<file path="src/rtl/crc24_pkg.sv">
// rtl/crc24_pkg.sv - CRC-24 constants, byte-index type and per-byte CRC function
package crc24_pkg;

  localparam int CRC_W = 24;
  localparam logic [CRC_W-1:0] CRC_POLY = 24'h864CFB;

  // Position of the next expected byte inside a 4-byte codeword
  typedef enum logic [1:0] {
    IDX_DATA    = 2'd0,
    IDX_CRC_HI  = 2'd1,
    IDX_CRC_MID = 2'd2,
    IDX_CRC_LO  = 2'd3
  } byte_idx_e;

  // MSB-first LFSR over one data byte, zero init; shared with the encoder side
  function automatic logic [CRC_W-1:0] crc24_byte(input logic [7:0] data);
    logic [CRC_W-1:0] crc;
    crc = {data, {(CRC_W-8){1'b0}}};
    for (int i = 0; i < 8; i++) begin
      if (crc[CRC_W-1]) begin
        crc = {crc[CRC_W-2:0], 1'b0} ^ CRC_POLY;
      end else begin
        crc = {crc[CRC_W-2:0], 1'b0};
      end
    end
    return crc;
  endfunction

endpackage

</file>
<file path="src/rtl/crc24_byte_calc.sv">
// rtl/crc24_byte_calc.sv - combinational CRC-24 of a single data byte
module crc24_byte_calc
  import crc24_pkg::*;
(
  input  logic [7:0]       data_i,
  output logic [CRC_W-1:0] crc_o
);

  assign crc_o = crc24_byte(data_i);

endmodule

</file>
<file path="config.mk">
export PLATFORM = sky130hd
export DESIGN_NAME = crc24_byte_calc
export DESIGN_NICKNAME = d
export VERILOG_FILES = /design/src/rtl/crc24_pkg.sv /design/src/rtl/crc24_byte_calc.sv
export SDC_FILE = /design/constraint.sdc
export NUM_CORES = 1
export LEC_CHECK = 0
export CAP_MARGIN = 20
export CORE_MARGIN = 1.5
export CORE_UTILIZATION = 32
export DETAILED_ROUTE_END_ITERATION = 10
export PLACE_DENSITY = 0.7
export SLEW_MARGIN = 20
export SYNTH_ARGS = -nofsm -noshare
export SYNTH_HDL_FRONTEND = slang
export SYNTH_SLANG_ARGS = --single-unit
export TNS_END_PERCENT = 1
</file>
<file path="constraint.sdc">
create_clock -name vclk -period 1.9
set_input_delay 0.38 -clock vclk [all_inputs]
set_output_delay 0.38 -clock vclk [all_outputs]
set_load 0.02 [all_outputs]
</file>
==> flow_summary.json <==
{
  "start_kind": "input port",
  "port_buffers": 32,
  "comb_power_share_pct": 100.0,
  "min_path_type": "input port to output port",
  "max_cap_violations": 0,
  "fin_setup_tns_ns": 0,
  "min_from": "data_i[2]",
  "syn_area_um2": 543.0,
  "path_class": "input port to output port",
  "nNetsFinal": 99,
  "p_switching_mw": 0.2714,
  "io_pins": 32,
  "drc": 0,
  "placed_area_um2": 960.9,
  "vias_per_cell": 4.267,
  "die_y_um": 44.20,
  "setup_viol": 0,
  "synth.area.mux_share_pct": 0,
  "antennaDiodeCount": 0,
  "via_count": 448,
  "antenna_found_initial": 0,
  "p_int_mw": 0.2647,
  "grt_pass1_wl_um": 1952,
  "synth_top_family_by_area": "XOR/XNOR gates",
  "worstPathCellList": "dlygate4sd2_1 -> buf_6 -> xnor3_2 -> xnor2_1 -> buf_2",
  "grt_start_max_net_pins": 6,
  "dr.pass1.iters": 1,
  "synth_nets": 53,
  "worst-endpoint-arrival_ns": 1.48,
  "fmax_mhz": 537.6,
  "grt_pass1_vias": 398,
  "synth_top_cell_area_share_pct": 19.35,
  "crit_path_end_kind": "output port",
  "sw_frac_of_total_pct": 50.63,
  "ir_worst_vdd_mv": 0.2948,
  "finalInstanceArea_um2": 975.9,
  "maxSlewViolCount": 0,
  "crit_path_max_fanout": 4,
  "fin_crit_sh_pct": 97.90,
  "clkPwrFrac_pct": 0,
  "wl_per_cell_um": 12.72,
  "grt-ovfl-total": 0,
  "die_area_um2": 1953,
  "synth_common_cells": "xnor2_1 (12), xor2_1 (12), buf_4 (4), xnor3_1 (4), buf_6 (3)",
  "avgSynthCellArea_um2": 12.07,
  "multi_input_area_um2": 554.3,
  "synthAdderAreaFrac_pct": 0,
  "worst_path_max_delay_cell": "xnor3_2",
  "final_antenna_net_count": 0,
  "synth_top_cells_by_area": "xnor2_1 (19%), xor2_1 (19%), xnor3_1 (17%), xnor2_4 (10%), xnor3_2 (8.8%)",
  "drive_gt1_share_pct": 65.17,
  "p_total_mw": 0.5360,
  "powerDensity_nw_per_um2": 549.3,
  "place.gp.congestion": 0.7164,
  "hold_viol": 0,
  "seqCellArea_um2": 0,
  "min_period_ns": 1.860,
  "required_ns": 1.52,
  "numSequentialCells": 0,
  "die_x_um": 44.20,
  "globalRouteTotalUtil_pct": 13.10,
  "start_util_pct": 35.23,
  "finalWirelength_um": 1336,
  "rows": 14,
  "yosys_warnings": 0,
  "cp-startpoint": "data_i[7]",
  "synthSimpleGateAreaFrac_pct": 0,
  "postSynthCellCount": 45,
  "coreArea_um2": 1541,
  "ys_seq_area_share_pct": 0,
  "synth_compound_area_share_pct": 0,
  "synth_cell_type_count": 12,
  "synth_top_area_cell": "xnor2_1",
  "worst_pin_slew_ns": 0.2508,
  "p_seq_share_pct": 0,
  "status": "finished clean",
  "area_growth_pct": 79.72,
  "clkbuf_count": 0,
  "slew_headroom_pct": 83.22,
  "drt_iter0_markers": 0,
  "fillerInstances": 133,
  "hold_buffers": 0,
  "critPathMaxStageDelay_ns": 0.40,
  "synth_xor_area_share_pct": 85.94,
  "final_util_pct": 63.31,
  "leakagePower_nw": 0.5187,
  "hpwl_um": 1043,
  "rsz0062_at_grt": "no"
}
worst max-delay path, delay by kind of cell:
kind | cells | cell delay [ns]
buf+inv | 3 | 0.55
xor+xnor | 2 | 0.55
routing by layer:
metal / GRT usage [%] / vias to the layer above / part of all wire, %
li1: - / 221 / -
met1: 18.67 / 212 / 40
met2: 23.53 / 15 / 55
met3: 0.4082 / 0 / 5.0
met4: 0 / 0 / 0
met5: 0 / - / 0
area by class of cell:
type,count,area share [%]
Inverter,1,0.3846
Multi-Input combinational cell,35,56.79
Tap cell,16,2.051
Timing Repair Buffer,53,40.77
cells in the final DEF (no fill, tap or decap), types with 3 or more instances in the layout:
master	synthesis	layout
dlygate4sd2_1	0	7
xor2_2	0	3
buf_6	3	6
xnor3_1	4	3
buf_2	1	11
xnor3_2	2	3
clkbuf_2	0	5
xnor2_4	2	4
xnor2_1	12	9
buf_4	4	22
xor2_1	12	8
power by group through the flow:
stage,clock network [mW],registers [mW],logic [mW]
5_1_grt,0,0,0.567
3_5_place_dp,0,0,0.579
3_3_place_gp,0,0,0.575
4_1_cts,0,0,0.514
2_1_floorplan,0,0,0.330
6_report,0,0,0.536
repair_timing:
item	in CTS	in global routing
setup buffers	0	1
setup endpoints to repair	24	16
pin swaps	9	6
hold endpoints to repair	0	0
resized for setup	102	25
path summary, 6_finish.rpt:
check / slack, ns / depth (start not counted) / end
max: 0.04 / 5 / crc_o[10]
min: 1.24 / 4 / crc_o[13]
cells by family after synthesis:
kind of cell,count (synthesis)
xor gates and xnor gates,35
buffers and inverters,10
per-stage QoR:
step | hold WS, ns | instances | worst slack, ns
after floorplan | 1.027 | 45 | 0.08269
after global placement | 1.950 | 104 | -0.6961
after detailed placement | 1.958 | 104 | -0.6847
after CTS | 1.438 | 104 | -0.1628
after global routing | 1.257 | 105 | 0.005220
final | 1.242 | 105 | 0.03994
No activity file was read; power rests on OpenSTA's default activity.
